File: src/rtl/video_pkg.sv
// Shared video constants, FSM state type and colour constants for the rasteriser
// and the framebuffer clear logic.
package video_pkg;

    localparam int unsigned H_RES = 640;
    localparam int unsigned V_RES = 480;
    localparam int unsigned XW    = 10;
    localparam int unsigned YW    = 9;
    localparam int unsigned AW    = 19;
    localparam int unsigned CW    = 6;

    // Error-term width: wide enough for dx + dy + dx with 10/9-bit endpoints.
    localparam int unsigned EW    = 12;

    typedef enum logic [1:0] {
        IDLE,
        SETUP,
        DRAW,
        DONE
    } state_e;

    localparam logic [CW-1:0] BLACK = 6'h00;
    localparam logic [CW-1:0] WHITE = 6'h3F;

endpackage

File: src/rtl/fb_addr_calc.sv
// Combinational framebuffer address and visibility check for one (x, y) pixel.
// Row stride is 640 = 512 + 128, so the multiply reduces to two shifts and adds.
module fb_addr_calc
    import video_pkg::*;
(
    input  logic [XW-1:0] i_x,
    input  logic [YW-1:0] i_y,
    output logic [AW-1:0] o_addr,
    output logic          o_in_range
);

    logic [AW-1:0] w_y_wide;
    logic [AW-1:0] w_x_wide;

    // Address = y*640 + x, and the on-screen flag used to suppress clipped writes.
    always_comb begin
        w_y_wide   = AW'(i_y);
        w_x_wide   = AW'(i_x);
        o_addr     = (w_y_wide << 9) + (w_y_wide << 7) + w_x_wide;
        o_in_range = (i_x < XW'(H_RES)) && (i_y < YW'(V_RES));
    end

endmodule

File: src/rtl/line_raster_engine.sv
// Bresenham line rasteriser: accepts one line command and emits one framebuffer
// write per DRAW cycle while draw_en is high. Off-screen pixels are stepped
// through but never written.
module line_raster_engine
    import video_pkg::*;
(
    input  logic          clk_50,
    input  logic          rst_n,
    input  logic          draw_en,
    input  logic          cmd_valid,
    output logic          cmd_ready,
    input  logic [XW-1:0] x0,
    input  logic [XW-1:0] x1,
    input  logic [YW-1:0] y0,
    input  logic [YW-1:0] y1,
    input  logic [CW-1:0] color,
    output logic [AW-1:0] line_drawing_addr,
    output logic [CW-1:0] line_drawing_data,
    output logic          we_line,
    output logic          busy,
    output logic          done
);

    state_e r_state;
    state_e w_state_next;

    // Current pixel and latched end point / colour
    logic [XW-1:0] r_cur_x;
    logic [YW-1:0] r_cur_y;
    logic [XW-1:0] r_x1;
    logic [YW-1:0] r_y1;
    logic [CW-1:0] r_color;

    // Bresenham terms; r_dy is stored as -|y1-y0|
    logic signed [EW-1:0] r_dx;
    logic signed [EW-1:0] r_dy;
    logic signed [EW-1:0] r_err;
    logic                 r_sx_neg;
    logic                 r_sy_neg;

    // Registered write port and status
    logic [AW-1:0] r_addr;
    logic [CW-1:0] r_data;
    logic          r_we;
    logic          r_busy;
    logic          r_done;

    logic signed [EW-1:0] w_ddx;
    logic signed [EW-1:0] w_ddy;
    logic signed [EW-1:0] w_dx_abs;
    logic signed [EW-1:0] w_dy_abs;
    logic signed [EW:0]   w_e2;
    logic signed [EW:0]   w_dx_wide;
    logic signed [EW:0]   w_dy_wide;
    logic signed [EW-1:0] w_err_dx_term;
    logic signed [EW-1:0] w_err_dy_term;
    logic signed [EW-1:0] w_err_next;
    logic                 w_step_x;
    logic                 w_step_y;
    logic                 w_at_end;
    logic [AW-1:0]        w_addr;
    logic                 w_in_range;

    fb_addr_calc u_fb_addr_calc (
        .i_x        (r_cur_x),
        .i_y        (r_cur_y),
        .o_addr     (w_addr),
        .o_in_range (w_in_range)
    );

    // Setup deltas (r_cur holds the start point in SETUP) and the per-pixel step decision.
    always_comb begin
        w_ddx         = EW'(r_x1) - EW'(r_cur_x);
        w_ddy         = EW'(r_y1) - EW'(r_cur_y);
        w_dx_abs      = w_ddx[EW-1] ? -w_ddx : w_ddx;
        w_dy_abs      = w_ddy[EW-1] ? -w_ddy : w_ddy;
        w_e2          = {r_err, 1'b0};
        w_dx_wide     = {r_dx[EW-1], r_dx};
        w_dy_wide     = {r_dy[EW-1], r_dy};
        w_step_x      = (w_e2 >= w_dy_wide);
        w_step_y      = (w_e2 <= w_dx_wide);
        // Both updates use the pre-step error term.
        w_err_dy_term = w_step_x ? r_dy : '0;
        w_err_dx_term = w_step_y ? r_dx : '0;
        w_err_next    = r_err + w_err_dy_term + w_err_dx_term;
        w_at_end      = (r_cur_x == r_x1) && (r_cur_y == r_y1);
    end

    // FSM state register.
    always_ff @(posedge clk_50) begin
        if (!rst_n) begin
            r_state <= IDLE;
        end else begin
            r_state <= w_state_next;
        end
    end

    // FSM next state; DRAW only advances on a cycle where draw_en lets the pixel out.
    always_comb begin
        w_state_next = r_state;
        unique case (r_state)
            IDLE:    if (cmd_valid)            w_state_next = SETUP;
            SETUP:                             w_state_next = DRAW;
            DRAW:    if (draw_en && w_at_end)  w_state_next = DONE;
            DONE:                              w_state_next = IDLE;
            default:                           w_state_next = IDLE;
        endcase
    end

    // Datapath: command latch, Bresenham setup/step and the registered write port.
    always_ff @(posedge clk_50) begin
        if (!rst_n) begin
            r_cur_x  <= '0;
            r_cur_y  <= '0;
            r_x1     <= '0;
            r_y1     <= '0;
            r_color  <= BLACK;
            r_dx     <= '0;
            r_dy     <= '0;
            r_err    <= '0;
            r_sx_neg <= 1'b0;
            r_sy_neg <= 1'b0;
            r_addr   <= '0;
            r_data   <= BLACK;
            r_we     <= 1'b0;
            r_busy   <= 1'b0;
            r_done   <= 1'b0;
        end else begin
            r_we   <= 1'b0;
            r_done <= 1'b0;
            unique case (r_state)
                IDLE: begin
                    if (cmd_valid) begin
                        r_cur_x <= x0;
                        r_cur_y <= y0;
                        r_x1    <= x1;
                        r_y1    <= y1;
                        r_color <= color;
                        r_busy  <= 1'b1;
                    end
                end
                SETUP: begin
                    r_dx     <= w_dx_abs;
                    r_dy     <= -w_dy_abs;
                    r_err    <= w_dx_abs - w_dy_abs;
                    r_sx_neg <= w_ddx[EW-1];
                    r_sy_neg <= w_ddy[EW-1];
                end
                DRAW: begin
                    // draw_en low: everything holds and the write slot stays empty.
                    if (draw_en) begin
                        r_addr <= w_addr;
                        r_data <= r_color;
                        r_we   <= w_in_range;
                        if (!w_at_end) begin
                            r_err <= w_err_next;
                            if (w_step_x) begin
                                r_cur_x <= r_sx_neg ? r_cur_x - XW'(1) : r_cur_x + XW'(1);
                            end
                            if (w_step_y) begin
                                r_cur_y <= r_sy_neg ? r_cur_y - YW'(1) : r_cur_y + YW'(1);
                            end
                        end
                    end
                end
                DONE: begin
                    r_done <= 1'b1;
                    r_busy <= 1'b0;
                end
                default: begin
                    r_busy <= 1'b0;
                end
            endcase
        end
    end

    // Output decode.
    always_comb begin
        cmd_ready         = (r_state == IDLE);
        line_drawing_addr = r_addr;
        line_drawing_data = r_data;
        we_line           = r_we;
        busy              = r_busy;
        done              = r_done;
    end

endmodule
File: config.mk
export PLATFORM = sky130hd
export DESIGN_NAME = line_raster_engine
export DESIGN_NICKNAME = d
export VERILOG_FILES = /design/src/rtl/video_pkg.sv /design/src/rtl/fb_addr_calc.sv /design/src/rtl/line_raster_engine.sv
export SDC_FILE = /design/constraint.sdc
export NUM_CORES = 1
export LEC_CHECK = 0
export ABC_AREA = 1
export CAP_MARGIN = 10
export CORE_ASPECT_RATIO = 0.7
export CORE_MARGIN = 8
export CORE_UTILIZATION = 37
export CTS_BUF_LIST = sky130_fd_sc_hd__clkbuf_8
export DETAILED_ROUTE_END_ITERATION = 16
export HOLD_SLACK_MARGIN = 0.03
export PLACE_DENSITY = 0.63
export SLEW_MARGIN = 20
export SYNTH_ARGS = -nofsm -noshare
export SYNTH_HDL_FRONTEND = slang
export SYNTH_HIERARCHICAL = 1
export SYNTH_SLANG_ARGS = --single-unit
File: constraint.sdc
create_clock -name clk_50 -period 3.6 [get_ports clk_50]
set_input_delay 0.72 -clock clk_50 [delete_from_list [all_inputs] [get_ports clk_50]]
set_output_delay 0.72 -clock clk_50 [all_outputs]
set_load 0.005 [all_outputs]
# == Yosys cells after proc, flatten, opt, wreduce, memory -nomap -nowiden ==
# Cells that the tools add are included.
# word_totals
mem_count,0
latchBits,0
ramBits,0
register_bits,112
wordCells,85
in_bits,48
output_inout_bits,29
romBits,0
# classes
n_shift,0
n_reduce_logical,15
n_div,0
bitwise_logic,0
addsub,14
n_mux,25
eq_ne,11
n_mul,0
order_cmp,4
# ops
cell,count
12-bit two-way mux,6
10-bit two-way mux,5
9-bit two-way mux,5
12-bit adder,2
12-bit one-hot mux with 2 select lines,1
10-bit one-hot mux with 2 select lines,1
18-bit by 16-bit adder with 19-bit output,1
19-bit by 10-bit adder with 19-bit output,1
9-bit one-hot mux with 2 select lines,1
13-bit by 12-bit greater-or-equal comparator with 1-bit output,1
13-bit by 12-bit less-or-equal comparator with 1-bit output,1
2-bit inequality test (second input constant),6
10-bit negator with 12-bit output,1
11-bit negator with 12-bit output,1
12-bit negator,1
12-bit subtractor,1
10-bit by 10-bit subtractor with 11-bit output,1
10-bit by 1-bit adder with 10-bit output (second input constant),1
10-bit == test,1
10-bit less-than comparator (second input constant),1
5-bit AND reduction,2
10-bit by 1-bit subtractor with 10-bit output (second input constant),1
9-bit by 9-bit subtractor with 10-bit output,1
9-bit by 1-bit adder with 9-bit output (second input constant),1
14 further kinds,25

# == Depth between registers and ports, before layout ==
# depth
depth_word,7
mapped_depth,28
mapped_depth_nobuf,28

# == By module ==
# The synthesis kept the hierarchy.
# by_module_without_submodules
module,instances,area_per_inst_um2,seq_area_each_um2,cells_per_inst
line_raster_engine,1,8433.1,2242.2,1238
fb_addr_calc,1,688.2,0.0,112

# == Worst setup path before layout ==
# No wires, ideal clock.
# synth_timing
kind,reg2reg
startpoint,register r_dx[11]
endpoint,register r_err[8]
t_required_ns,3.485
stages_incl_launch_ff,25
setup_time_ns,0.115
t_arrival_ns,3.586
period_less_slack_ns,3.702
setup_slack_ns,-0.102
n_path_buf,1
cell_sequence,dfxtp_1 inv_1 ha_1 nand2_1 nor2_1 nand2_1 nor2_1 nor2_1 nand3_1 nand2_1 nand2_1 clkbuf_1 nor2_1 fa_1 ha_1 a21oi_1 o21ai_0 a21oi_1 nor2_1 o21ai_0 nand3_1 nand2_1 o21ai_0 o21ai_0 inv_1
# synth_between
elab_chain_cells,6
# synth_lines
element,line_no,rtl
start: declaration,line_raster_engine.sv:35,logic signed [EW-1:0] r_dx;
start signal: assignment,line_raster_engine.sv:143,r_dx <= w_dx_abs;
13-bit by 12-bit less-or-equal comparator with 1-bit output,line_raster_engine.sv:81,w_step_y = (w_e2 <= w_dx_wide);
12-bit two-way mux,line_raster_engine.sv:84,w_err_dx_term = w_step_y ? r_dx : '0;
12-bit adder,line_raster_engine.sv:85,w_err_next = r_err + w_err_dy_term + w_err_dx_term;
12-bit two-way mux,line_raster_engine.sv:155,if (!w_at_end) begin
12-bit two-way mux,line_raster_engine.sv:151,if (draw_en) begin
12-bit one-hot mux with 2 select lines,line_raster_engine.sv:131,unique case (r_state)
end signal: assignment,line_raster_engine.sv:145,r_err <= w_dx_abs - w_dy_abs;
end signal: assignment,line_raster_engine.sv:156,r_err <= w_err_next;
end: declaration,line_raster_engine.sv:37,logic signed [EW-1:0] r_err;
# Every way passes these cells. The select of a mux whose other input is x is not followed.
# A chain may end at the register's enable or synchronous reset.

# == Worst setup path in the final report ==
# layout_timing
startpoint,register r_x1[0]
endpoint,register r_err[10]
# layout_between
elab_chain_cells,5
elab_cells_between_ends,9
cone_classes,3 x add/sub; 2 x eq/ne; 2 x mux; 2 x reduce/logical
# layout_lines
element,line_no,rtl
start: declaration,line_raster_engine.sv:30,logic [XW-1:0] r_x1;
start signal: assignment,line_raster_engine.sv:115,r_x1 <= '0;
start signal: assignment,line_raster_engine.sv:136,r_x1 <= x1;
10-bit by 10-bit subtractor with 11-bit output (*),line_raster_engine.sv:73,w_ddx = EW'(r_x1) - EW'(r_cur_x);
11-bit negator with 12-bit output,line_raster_engine.sv:75,w_dx_abs = w_ddx[EW-1] ? -w_ddx : w_ddx;
12-bit two-way mux (*),line_raster_engine.sv:75,
via w_dx_abs[9],line_raster_engine.sv:50,logic signed [EW-1:0] w_dx_abs;
12-bit subtractor (*),line_raster_engine.sv:145,
12-bit one-hot mux with 2 select lines (*),line_raster_engine.sv:131,
# The timed path passes the listed nets; every way through them passes the cells marked *.

==> out/metrics.yaml <==
grt_max_degree: 73
grt.overflow.total: 0
rsz0062_at_grt: "true"
ant_nets: 0
syn2layout_area_growth_pct: 40.0
finClkSkew_ps: 9.07
synthFlopType: "dfxtp_1"
tightest_slew_ps: 923
grt_pass1_vias: 8944
grtUsageMet1: 0.289
synthDistinctLibCells: 52
syn_inst: 1350
cp_data_required_time_ps: 3960
fillers: 2329
cp-startpoint: "r_x1[0]"
cts-root-buf: "clkbuf_8"
seq_area_frac_synth: 0.246
dieArea_sq_mm: 0.0300
r2r_cells: 23
fin_setup_tns_ps: -278
post-route-period-util: 1.04
drc: 0
grt_first_pass_wirelength_um: 46900
dp_hpwl_um: 22800
numPortBuffers: 76
crit_type: "flop to flop"
clkLatencyLatePin_ps: 410
arrival_ps: 4090
fp-row-count: 48
cts_tree: "yes"
path_max_fanout: 4
status: "finished, violations left"
pre_cts_ws_ps: -396
fmax_mhz: 268
cts_hold_buf: 0
start_util: 0.373
cts_max_path_buffers: 2
vias_per_cell: 4.97
antennaDiodeCount: 0
die_x_um: 204
grt_use_total: 0.194
gr-max-usage-layer: "met1"
cap_violations: 0
r2r-start: "r_x1[0]"
synth_edf_count: 0
core-area_sq_mm: 0.0244
drtIter0Drc: 574
first_pass_iters: 5
avgSynthCellArea_sq_um: 6.76
h-tree-depth: 3
grtUsageMet2: 0.283
crit_path_end_kind: "flop"
met3_usage: 0.0363
num_vias: 9590
worst_slack_ps: -133
seqCellArea_sq_mm: 0.00226
synth_nets: 1520
ys_ff_latch: 112
worst_hold_path_type: "flop to flop"
cts_sinks: 112
die_h_um: 147
slew_headroom: 0.384
multi_input_area_sq_mm: 0.00683
violations: "setup timing"
setup_viol: 4
yosys_warnings: 6
slew_viol_final: 0
finalNetCount: 1769
post-route-util: 0.522
pin_count: 77
r2r-end: "r_err[10]"
crit_end: "r_err[10]"
place_congestion: 0.976
synth-async-reset-ratio: 0
clk_pin_slew_ps: 120
finalWirelength_um: 30100
hold_viol: 0
routedWlPerCell_um: 15.6
drive_gt1_frac: 0.280
cts_made_buffers: 9
rrSetupSlack_ps: -130
min_period_ps: 3730
worstSetupStartpointType: "flop"
antenna_found_initial: 0
whs_ps: 464
synth.cell_area_sq_mm: 0.00912
critical path: stages, from the launching register on:
cell and delay, ps:
dfxtp_2 340, inv_2 60, ha_4 120, inv_2 40, fa_2 400, nand3_2 70
nand3_2 90, buf_4 160, xor2_2 150, buf_4 130, nand3_1 110, inv_1 90
nand3_1 80, o21ai_1 180, xor2_1 300, ha_1 310, buf_4 160, a21oi_1 130
nand4_1 190, a21oi_2 210, o21ai_2 100, nand3_1 70, o211ai_1 90, inv_1 80
Yosys cell counts, types with 2 or more instances:
library cell,number,share of area
nand2_4,2,0.0025
a21oi_1,89,0.049
o21ai_1,4,0.0022
fa_1,19,0.042
nor2_2,3,0.0021
nand2_1,258,0.11
o221ai_1,4,0.0038
o21bai_1,3,0.0025
a21oi_2,2,0.0019
a211oi_1,7,0.0058
dfxtp_1,112,0.25
nor3_1,9,0.0049
and3_1,2,0.0014
nand4_1,19,0.013
o22ai_1,10,0.0069
a21boi_1,2,0.0016
inv_1,199,0.082
buf_4,7,0.0058
nor2_4,3,0.0037
inv_2,8,0.0033
o211ai_1,7,0.0058
nor4_1,3,0.0021
nand2_2,7,0.0048
o21ai_2,2,0.0019
xor2_1,29,0.028
nand3_1,60,0.033
nand3_2,5,0.0055
ha_1,103,0.14
xnor2_1,12,0.012
a31oi_1,8,0.0055
clkbuf_1,28,0.012
nor2_1,182,0.075
a21o_1,3,0.0025
o21ai_0,120,0.066
buf_2,2,0.0011
final cells by class:
class	count	area share
multi-input combinational	992	0.535
timing repair buffer	276	0.178
sequential	112	0.177
inverter	207	0.0618
tap	325	0.0318
clock buffer	9	0.00970
clock inverter	6	0.00627
timing repair inverter	1	0.000588
metrics by stage:
stage / cells / instance area [sq um]
finish: 1928 / 12800
detailed placement: 1887 / 11400
global placement: 1887 / 11400
CTS: 1918 / 12200
global route: 1928 / 12800
floorplan: 1350 / 9140
cell families (layout without fill, tap and decap cells):
group                    Yosys count  in the layout  share of synthesized area
AO/OA/AOI/OAI                    268            268                      0.164
XOR/XNOR                          42             42                     0.0412
adder cells (fa/ha/maj)          122            122                      0.183
buffers and inverters            246            499                      0.105
flip-flops                       112            112                      0.246
other                              1              1                   0.000411
AND/OR/NAND/NOR                  559            559                      0.260
worst min-delay path by stage:
stage / endpoint / cells past startpoint / slack (ps) / from
after CTS: r_dx[9] / 2 / 460 / r_dx[9]
after global routing: r_dy[8] / 2 / 480 / r_dy[8]
final: r_dy[8] / 2 / 460 / r_dy[8]
after global placement: r_dy[9] / 2 / 440 / r_dy[9]
after detailed placement: r_dx[9] / 2 / 440 / r_dx[9]
after floorplan: r_dy[9] / 2 / 430 / r_dy[9]
cells in the final DEF (no fill, tap or decap), types with 52 or more instances in the layout:
master / netlist / layout
a21oi_1: 89 / 70
dfxtp_1: 112 / 96
nand3_1: 60 / 52
buf_4: 7 / 197
nor2_1: 182 / 155
clkdlybuf4s50_1: 0 / 75
nand2_1: 258 / 219
inv_1: 199 / 174
ha_1: 103 / 73
o21ai_0: 120 / 106
state kept, by name, summed over array words and instances, names as in the netlist, 2 cells and up:
signal and count:
r_state 2, r_y1 9, r_x1 10, r_cur_y 9, r_dx 12, r_cur_x 10
r_color 6, r_dy 12, line_drawing_data 6, line_drawing_addr 19, r_err 12
timing repair:
action	in CTS	in global routing
setup endpoints to repair	8	7
buffers inserted	15	11
pin swaps	44	85
cloned	1	0
gates resized for setup	99	137
layer usage:
| metal | part of all wire | wire (um) |
|---|---|---|
| met4 | 0.0092 | 276 |
| met2 | 0.42 | 12600 |
| met5 | 0 | 0 |
| met3 | 0.061 | 1850 |
| met1 | 0.51 | 15400 |
Power is not shown: default switching activity piles up to over one toggle a cycle in this logic, so the estimate is an artifact.
